File: config.mk
export PLATFORM = sky130hd
export DESIGN_NAME = controle_exibicao
export DESIGN_NICKNAME = d
export VERILOG_FILES = /design/src/rtl/controle_exibicao.sv
export SDC_FILE = /design/constraint.sdc
export NUM_CORES = 1
export LEC_CHECK = 0
export BUFFER_PORTS_ARGS = -buffer_cell sky130_fd_sc_hd__buf_2
export CAP_MARGIN = 20
export CORE_MARGIN = 2
export CORE_UTILIZATION = 40
export DETAILED_ROUTE_END_ITERATION = 6
export GPL_TIMING_DRIVEN = 0
export SETUP_SLACK_MARGIN = 0.1
export SLEW_MARGIN = 10
export SYNTH_ARGS = -nofsm -noshare
export SYNTH_HDL_FRONTEND = slang
export SYNTH_SLANG_ARGS = --single-unit
File: constraint.sdc
create_clock -name clock_i -period 2 [get_ports clock_i]
set_input_delay 0.2 -clock clock_i [delete_from_list [all_inputs] [get_ports clock_i]]
set_output_delay 0.2 -clock clock_i [all_outputs]
set_load 0.02 [all_outputs]
File: src/rtl/controle_exibicao.sv
// Sequenced LED display controller: walks memory addresses 0..limite, lighting
// each word for T_ON cycles followed by T_OFF dark cycles, then pulses pronto.
module controle_exibicao #(
    parameter int unsigned T_ON  = 25_000_000,
    parameter int unsigned T_OFF = 12_500_000
) (
    input  logic       clock_i,
    input  logic       reset_ni,
    input  logic       iniciar_i,
    input  logic       cancela_i,
    input  logic [3:0] limite_i,
    input  logic [3:0] dado_i,
    output logic [3:0] endereco_o,
    output logic [3:0] leds_o,
    output logic       ocupado_o,
    output logic       pronto_o,
    output logic [3:0] db_estado_o
);

    localparam int unsigned TW = 32;
    localparam int unsigned AW = 4;
    localparam int unsigned SW = 3;

    localparam logic [2:0] OCIOSO  = 3'd0;
    localparam logic [2:0] PREPARA = 3'd1;
    localparam logic [2:0] ACENDE  = 3'd2;
    localparam logic [2:0] APAGA   = 3'd3;
    localparam logic [2:0] FIM     = 3'd4;

    localparam logic [TW-1:0] ON_LAST  = TW'(T_ON - 1);
    localparam logic [TW-1:0] OFF_LAST = TW'(T_OFF - 1);

    logic [SW-1:0] state_q,    state_d;
    logic [TW-1:0] timer_q,    timer_d;
    logic [AW-1:0] endereco_q, endereco_d;
    logic [AW-1:0] limite_q,   limite_d;
    logic          ocupado_q,  ocupado_d;
    logic          pronto_q,   pronto_d;

    // State, timer, address and captured limit registers
    always_ff @(posedge clock_i or negedge reset_ni) begin
        if (!reset_ni) begin
            state_q    <= OCIOSO;
            timer_q    <= '0;
            endereco_q <= '0;
            limite_q   <= '0;
            ocupado_q  <= 1'b0;
            pronto_q   <= 1'b0;
        end else begin
            state_q    <= state_d;
            timer_q    <= timer_d;
            endereco_q <= endereco_d;
            limite_q   <= limite_d;
            ocupado_q  <= ocupado_d;
            pronto_q   <= pronto_d;
        end
    end

    // Next-state logic; cancela overrides every other transition
    always_comb begin
        state_d    = state_q;
        timer_d    = timer_q;
        endereco_d = endereco_q;
        limite_d   = limite_q;
        ocupado_d  = 1'b0;
        pronto_d   = 1'b0;

        case (state_q)
            OCIOSO: begin
                if (iniciar_i && !cancela_i) begin
                    state_d = PREPARA;
                end
            end
            PREPARA: begin
                endereco_d = '0;
                timer_d    = '0;
                limite_d   = limite_i;
                state_d    = ACENDE;
            end
            ACENDE: begin
                if (timer_q == ON_LAST) begin
                    timer_d = '0;
                    state_d = APAGA;
                end else begin
                    timer_d = timer_q + TW'(1);
                end
            end
            APAGA: begin
                if (timer_q == OFF_LAST) begin
                    timer_d = '0;
                    if (endereco_q == limite_q) begin
                        state_d = FIM;
                    end else begin
                        endereco_d = endereco_q + AW'(1);
                        state_d    = ACENDE;
                    end
                end else begin
                    timer_d = timer_q + TW'(1);
                end
            end
            FIM: begin
                state_d = OCIOSO;
            end
            default: begin
                state_d = OCIOSO;
            end
        endcase

        if (cancela_i && (state_q != OCIOSO)) begin
            state_d    = OCIOSO;
            endereco_d = '0;
            timer_d    = '0;
        end

        // Status flags registered alongside the state they describe
        ocupado_d = (state_d == PREPARA) || (state_d == ACENDE) || (state_d == APAGA);
        pronto_d  = (state_d == FIM);
    end

    assign endereco_o  = endereco_q;
    assign ocupado_o   = ocupado_q;
    assign pronto_o    = pronto_q;
    assign db_estado_o = {1'b0, state_q};
    // LEDs follow the memory word combinationally, only while lit
    assign leds_o      = (state_q == ACENDE) ? dado_i : 4'b0000;

endmodule

==> metrics.log, run 1 <==
[metrics] cell at the slowest stage of the critical path: sky130_fd_sc_hd__or4b_4
[metrics] synthesized netlist cell count: about 290
[metrics] PortBufs: 24
[metrics] die boundary width: 84.8 microns
[metrics] number of nets produced by synthesis: 299
[metrics] full die area: 7190 sq um
[metrics] clock tree from TritonCTS: done
[metrics] DR WL/cell: about 16 microns
[metrics] Clock H-tree levels: 2
[metrics] number of routed nets with antenna violations: 0
[metrics] CP bufs+invs: 2
[metrics] type of element capturing the critical path: flop
[metrics] number of distinct library cells after synthesis: 51
[metrics] Placed Instances: 386
[metrics] top-area cell type share of the netlist area: 0.431
[metrics] number of flops mapped to enable cells by yosys: 0
[metrics] total clock sinks: 45
[metrics] Max-Cap Viols: 0
[metrics] tightest slew margin relative to the limit: 0.610
[metrics] share of power burned in registers: 0.506
[metrics] grt total ovfl: 0
[metrics] Worst Max-Slew Pin Slew: 586 ps
[metrics] internal power contribution: 1.42 mW
[metrics] I/O pins: 26
[metrics] post-route core utilization: 0.560
[metrics] detail-routed via count per cell: 5.71
[metrics] async set or reset register ratio after synthesis: 1.00
[metrics] net switching power: between 0.5 and 0.6 mW
[metrics] area growth from synthesis to layout: 35.4%
[metrics] Critical Path Source Type: flop
[metrics] critical-path maximum fanout: 5
[metrics] Register Area: 1140 sq um
[metrics] cell chosen for the clock root: sky130_fd_sc_hd__clkbuf_8
[metrics] count of synthesis-stage warnings from yosys: 0
[metrics] worst slack at placement: -547 ps
[metrics] pin count of the biggest net entering global routing: 46
[metrics] Top delay family on crit path: simple AND/OR/NAND/NOR gates
[metrics] Final Hold Fails: 0
[metrics] combined area of all synthesized cells: approximately 2600 sq um
[metrics] number of global-route vias before repair: around 2300
[metrics] part of the power in combinational logic: 0.216
[metrics] most frequently used cell type in the post-synthesis netlist: sky130_fd_sc_hd__dfrtp_1
[metrics] sequential-to-total area share from yosys stat: 0.431
[metrics] 1st-pass router iterations: 6
[metrics] maximum buffer depth of the clock tree: 2
[metrics] biggest area contributors in the synthesized netlist: sky130_fd_sc_hd__dfrtp_1, sky130_fd_sc_hd__nand3_1, sky130_fd_sc_hd__nand2_1, sky130_fd_sc_hd__o21ai_0, sky130_fd_sc_hd__xnor2_1
[metrics] placeable core area: roughly 6300 sq um
[metrics] maximum clock rate: 0.436 GHz
[metrics] largest voltage drop on the vdd net: approximately 0.43 mV
[metrics] final layout net count: 366
[metrics] CP arrival: 2490 ps
[metrics] Die Ht: 84.8 microns
[metrics] Tot Pwr: between 1.5 and 2 mW
[metrics] antenna diode count: 0
[metrics] starting utilization of the core area: 0.413
[metrics] category of the most critical setup path: flop to flop
[metrics] max-slew violation count: 0
[metrics] clock edge transition at the registers on the reported setup and hold paths: 80 ps
[metrics] combined area of the multi-input logic cells: roughly 1700 sq um
[metrics] setup slack of the critical path after layout: -295 ps
[metrics] most frequent cells after synthesis: sky130_fd_sc_hd__dfrtp_1, sky130_fd_sc_hd__nand2_1, sky130_fd_sc_hd__nand3_1
[metrics] violations in the final reports: setup timing
[metrics] time the worst path needs with I/O delays and setup: ~2300 ps
[metrics] P per Cell Area: 565 nW/um^2
[metrics] worst skew pair latency: 300 ps
[metrics] period utilisation layout: 1.15
[metrics] gp weighted congestion: 0.813
[metrics] path category of the worst min-delay check: input pin to flop
[metrics] Clk network pwr share: 0.279
[metrics] fill cell count: 571
[metrics] initial antenna violation count: 0
[metrics] final worst hold slack: around 120 ps
[metrics] Post-DP HPWL: 4370 microns
[metrics] fraction of layout cells with a size suffix above 1: 0.377
[metrics] total global routing track utilization: 0.195
[metrics] Synth Flop Type: sky130_fd_sc_hd__dfrtp_1
[metrics] iteration-0 DRC count of the detailed router: between 100 and 150
[metrics] switch share: 0.291
[metrics] static leakage power: 1.52 nW
[metrics] DRC errors left: 0
[metrics] Num CTS Buffers: 5
[metrics] status: finished, violations left
[metrics] total wire length: 7000 microns
[metrics] floorplan row count: 29
[metrics] mean instance size in the synthesized netlist: 9.16 sq um
[metrics] setup repair after global routing missed its margin: true
[metrics] skew final: 8.12 ps
[metrics] worst path required time: 2200 ps
[metrics] #FFs+latches synth: 45
[metrics] global-route wire length before repair: 11200 microns
[metrics] final setup vio count: 38
[metrics] cells along the critical path: or4b_4, nor4_4, mux2i_2, o21ai_4, buf_4, buf_6, o21ai_1, a21o_1
[metrics] Final Instance Count excl. Fillers: 430
[metrics] total number of vias: 2456
[metrics] maximum cell stage delay along the critical path: 550 ps
[metrics] area leader, netlist: sky130_fd_sc_hd__dfrtp_1
cells by family (layout without fill, tap and decap cells):
| family | after synthesis | after routing | synth area share |
|---|---|---|---|
| simple gates | 150 | 150 | 0.314 |
| compound gates | 52 | 52 | 0.135 |
| flops | 45 | 45 | 0.431 |
| buf+inv | 15 | 83 | 0.0350 |
| xor+xnor | 12 | 12 | 0.0403 |
| mux | 8 | 8 | 0.0331 |
| fa+ha+maj | 2 | 2 | 0.00959 |
| other cells | 1 | 1 | 0.00144 |
metrics by stage:
stage	setup TNS [ps]	cell area, sq um
5_1_grt	-9880	3530
3_5_place_dp	-14020	2860
4_1_cts	-6460	3190
6_report	-7410	3530
2_1_floorplan	-1060	2640
3_3_place_gp	-14290	2860
final cells by class:
class,instances,area share
well taps,77,0.0273
repair buffers,60,0.125
flip-flops and latches,45,0.323
inverters,4,0.00425
multi-input cells,225,0.469
plain buffers,11,0.0294
clock buffers,8,0.0227
routing by layer:
metal | wire, microns | global-route usage | vias to the layer above
met1 | 3130 | 0.254 | 1208
li1 | - | - | 1188
met5 | 0 | 0 | -
met3 | 246 | 0.0413 | 10
met2 | 3510 | 0.326 | 50
met4 | 104 | 0.0635 | 0
what timing repair did:
item | CTS | global route
gates resized for setup | 33 | 43
hold buffers | 0 | 1
setup buffers | 13 | 21
hold endpoints to repair | 0 | 15
setup endpoints to repair | 45 | 45
pin swaps | 9 | 15
cloned | 0 | 1
final timing paths:
path                        startpoint          end  slack (ps)  cells past startpoint
max reg2reg                timer_q[16]   timer_q[7]        -300                      8
max                        timer_q[16]   timer_q[7]        -300                      8
min in group asynchronous     reset_ni  limite_q[1]         340                      2
min reg2reg                timer_q[30]  timer_q[30]         490                      1
min                        limite_i[1]  limite_q[1]         120                      2
max in group asynchronous     reset_ni  timer_q[23]        1140                      3
power groups by stage:
| stage | clock [mW] | combinational (mW) | sequential, mW |
|---|---|---|---|
| 6_report | 0.557 | 0.431 | 1.01 |
| 3_3_place_gp | 0 | 0.306 | 1.02 |
| 2_1_floorplan | 0 | 0.198 | 1.02 |
| 4_1_cts | 0.573 | 0.355 | 1.01 |
| 3_5_place_dp | 0 | 0.308 | 1.03 |
| 5_1_grt | 0.619 | 0.468 | 1.02 |
flip-flops by register name, summed over array words and instances, names as in the netlist:
name	flops
endereco_o	4
timer_q	32
state_q	3
pronto_o	1
limite_q	4
ocupado_o	1
cells in the final DEF (no fill, tap or decap), drive strengths merged, types with 10 or more instances in the layout:
master,instances
nand3,32
nor2,16
buf,65
o21ai,17
nand2,35
a21oi,10
clkbuf,13
nand4,11
dfrtp,45
and2,10
Power figures use the tool's default switching activity.
==> run 2: changes to the inputs <==
Settings changed: ABC_AREA set to 1.
==> run 2 against run 1 <==
Net effect:
- the run now ends clean
- sequential power is 5% higher
- non-clock buffer count is 28 lower
- cell count is 33% higher
- utilization is 9.3 points lower
- register-to-register slack better by 490 ps
- clock power is 30% higher
- synthesized cell count is 52% higher
- sequential cell count stayed put
- critical endpoint is now timer_q[23]
- largest power group is now combinational logic
==> metrics.log, run 2 <==
[metrics] leading cell types in the layout, fill and taps excluded: sky130_fd_sc_hd__nand2_1, sky130_fd_sc_hd__nor2_1, sky130_fd_sc_hd__dfrtp_1
[metrics] total global routing track utilization: 0.185 (-0.0107)
[metrics] aggregate negative setup slack: 0 ps (+7410 ps)
[metrics] path category of the worst min-delay check: input pin to flop
[metrics] maximum clock rate: 0.554 GHz (+27%)
[metrics] commonest non-fill, non-tap cell in the layout: sky130_fd_sc_hd__nand2_1
[metrics] setup repair after global routing missed its margin: false
[metrics] 1st-pass router iterations: 4 (-2)
[metrics] post-synthesis share of cell area spent on full adders, half adders and majority gates: 0.00802 (-0.00157)
[metrics] Register Area: 1130 sq um (-1.2%)
[metrics] CP arrival: 2000 ps (-490 ps)
[metrics] combined area of all synthesized cells: 3120 sq um (+20%)
[metrics] Final Hold Fails: 0 (unchanged)
[metrics] most frequently used cell type in the post-synthesis netlist: sky130_fd_sc_hd__nand2_1
[metrics] grt total ovfl: 0 (unchanged)
[metrics] register ranked first by flip-flop count: timer_q
[metrics] iteration-0 DRC count of the detailed router: 90 (-29%)
[metrics] antenna diode count: 0 (unchanged)
[metrics] async set or reset register ratio after synthesis: 1.00 (unchanged)
[metrics] time the worst path needs with I/O delays and setup: 1810 ps (-490 ps)
[metrics] placeable core area: 7650 sq um (+21%)
[metrics] skew final: 7.81 ps (-0.308 ps)
[metrics] final setup vio count: 0 (-100%)
[metrics] Synth Flop Type: sky130_fd_sc_hd__dfrtp_1
[metrics] biggest area contributors in the synthesized netlist: sky130_fd_sc_hd__dfrtp_1, sky130_fd_sc_hd__nand2_1, sky130_fd_sc_hd__nor2_1, sky130_fd_sc_hd__xor2_1, sky130_fd_sc_hd__a21oi_2
[metrics] most frequent cells after synthesis: sky130_fd_sc_hd__nand2_1, sky130_fd_sc_hd__nor2_1, sky130_fd_sc_hd__dfrtp_1
[metrics] period utilisation layout: 0.903 (-0.245)
[metrics] setup slack of the critical path after layout: 194 ps (+490 ps)
[metrics] post-synthesis share of cell area spent on xor and xnor gates: 0.0702 (+0.0299)
[metrics] Critical Path Source Type: flop
[metrics] worst slack at placement: 85.6 ps (+633 ps)
[metrics] pin count of the biggest net entering global routing: 46 (unchanged)
[metrics] top-area cell type share of the netlist area: 0.361 (-0.0706)
[metrics] Num CTS Buffers: 5 (unchanged)
[metrics] maximum buffer depth of the clock tree: 2 (unchanged)
[metrics] number of nets produced by synthesis: 446 (+49%)
[metrics] flip-flop count of the largest register after layout: 32 (unchanged)
[metrics] full die area: 8520 sq um (+19%)
[metrics] fill cell count: 766 (+34%)
[metrics] detail-routed via count per cell: 4.84 (-15%)
[metrics] category of the most critical setup path: flop to flop
[metrics] total wire length: 7440 microns (+6.4%)
[metrics] critical-path maximum fanout: 10 (+5)
[metrics] number of global-route vias before repair: 2650 (+13%)
[metrics] total number of vias: 2766 (+13%)
[metrics] Worst Max-Slew Pin Slew: 586 ps (+0.603 ps)
[metrics] fraction of layout cells with a size suffix above 1: 0.219 (-0.158)
[metrics] die boundary width: 92.3 microns (+8.9%)
[metrics] initial antenna violation count: 0 (unchanged)
[metrics] Die Ht: 92.3 microns (+8.9%)
[metrics] number of flops mapped to enable cells by yosys: 0 (unchanged)
[metrics] number of distinct library cells after synthesis: 30 (-41%)
[metrics] floorplan row count: 32 (+10%)
[metrics] DRC errors left: 0 (unchanged)
[metrics] max-slew violation count: 0 (unchanged)
[metrics] P per Cell Area: 838 nW/um^2 (+48%)
[metrics] gp weighted congestion: 0.888 (+9.3%)
[metrics] status: complete, no violations
[metrics] worst path required time: 2190 ps (about the same)
[metrics] clock edge transition at the registers on the reported setup and hold paths: 90 ps (about the same)
[metrics] area leader, netlist: sky130_fd_sc_hd__dfrtp_1
[metrics] sequential-to-total area share from yosys stat: 0.361 (-0.0706)
[metrics] complex-gate fraction of the synthesized area: 0.0898 (-0.0449)
[metrics] mean instance size in the synthesized netlist: 7.22 sq um (-21%)
[metrics] final layout net count: 483 (+32%)
[metrics] DR WL/cell: 13.0 microns (-20%)
[metrics] #FFs+latches synth: 45 (unchanged)
[metrics] I/O pins: 26 (unchanged)
[metrics] main combinational cell family by area after synthesis: simple AND/OR/NAND/NOR gates
[metrics] Clock H-tree levels: 2 (unchanged)
[metrics] number of routed nets with antenna violations: 0 (unchanged)
[metrics] worst skew pair latency: 300 ps (about the same)
[metrics] type of element capturing the critical path: flop
[metrics] area growth from synthesis to layout: 14.5%
[metrics] PortBufs: 24 (unchanged)
[metrics] Post-DP HPWL: 5470 microns (+25%)
[metrics] largest voltage drop on the vdd net: 0.360 mV (-16%)
[metrics] cell chosen for the clock root: sky130_fd_sc_hd__clkbuf_8
[metrics] global-route wire length before repair: 12600 microns (+13%)
[metrics] starting utilization of the core area: 0.408 (-0.00535)
[metrics] clock tree from TritonCTS: done
[metrics] tightest slew margin relative to the limit: 0.608 (-0.00185)
[metrics] static leakage power: 1.49 nW (-1.4%)
[metrics] count of synthesis-stage warnings from yosys: 0 (unchanged)
[metrics] total clock sinks: 45 (unchanged)
[metrics] synthesized netlist cell count: 432 (+52%)
[metrics] Max-Cap Viols: 0 (unchanged)
[metrics] combined area of the multi-input logic cells: 1730 sq um (+4.5%)
[metrics] mux share of post-synthesis cell area: 0.00722 (-0.0259)
[metrics] final worst hold slack: 127 ps (+7.79 ps)
[metrics] area share of and/or/nand/nor cells after synthesis: 0.373 (+0.0584)
## run 2: cell type report
type	instances	area share
Buffer	13	0.0333
Clock buffer	7	0.0242
Clock inverter	1	0.00841
Tap cell	102	0.0357
Inverter	43	0.0459
Timing Repair Buffer	30	0.0525
Sequential cell	45	0.315
Multi-Input combinational cell	331	0.485
## run 2: path summary, 6_finish.rpt
check                       startpoint           to  slack (ps)  cells past startpoint
min reg2reg                limite_q[3]  limite_q[3]         530                      1
max reg2reg                 timer_q[1]  timer_q[23]         190                     11
min in group asynchronous     reset_ni  limite_q[1]         430                      2
min                        limite_i[3]  limite_q[3]         130                      2
max                         timer_q[1]  timer_q[23]         190                     11
max in group asynchronous     reset_ni  timer_q[23]        1050                      3
## run 2: repair_timing
action	CTS	global route
pin swaps	0	1
buffers inserted	1	3
hold buffers	0	1
resized for setup	0	5
endpoints found under the setup margin	20	24
hold endpoints to repair	0	23
## run 2: report_power, final
group	internal [mW]	switching, mW	leakage [nW]
clock network	0.408	0.315	0.0585
registers	0.995	0.0644	0.612
logic	0.388	0.825	0.825
## run 2: cells by family (layout without fill, tap and decap cells)
logic type                 Yosys count  count (layout)
other                                1               1
buffers and inverters               56              94
xor gates and xnor gates            25              25
AOI/OAI and AO/OA                   39              39
muxes                                2               2
and+or+nand+nor                    262             262
adders and majority gates            2               2
DFF                                 45              45
## run 2: worst max-delay path, cell delays in order (launching register included)
cell and delay (ps):
sky130_fd_sc_hd__dfrtp_1 380, sky130_fd_sc_hd__ha_1 190, sky130_fd_sc_hd__nand2_1 100, sky130_fd_sc_hd__nor2_4 150, sky130_fd_sc_hd__nand2_1 100, sky130_fd_sc_hd__nor2_4 150
sky130_fd_sc_hd__nand2_2 90, sky130_fd_sc_hd__nand2_2 100, sky130_fd_sc_hd__nand2_4 100, sky130_fd_sc_hd__nand2_8 120, sky130_fd_sc_hd__buf_12 160, sky130_fd_sc_hd__a21oi_2 50
## run 2: metal layers
layer | share of wire | track usage
met5 | 0 | 0
met4 | 0.012 | 0.0485
met3 | 0.043 | 0.0285
met1 | 0.47 | 0.258
met2 | 0.47 | 0.300
## run 2: per-stage QoR
step / cells / total power [mW] / utilization / instance area [sq um]
final: 572 / 2.99 / 0.467 / 3570
after global routing: 572 / 3.19 / 0.467 / 3570
after CTS: 567 / 2.98 / 0.457 / 3490
after detailed placement: 558 / 2.24 / 0.440 / 3370
after global placement: 558 / 2.23 / 0.440 / 3370
after floorplan: 432 / 1.92 / - / 3120
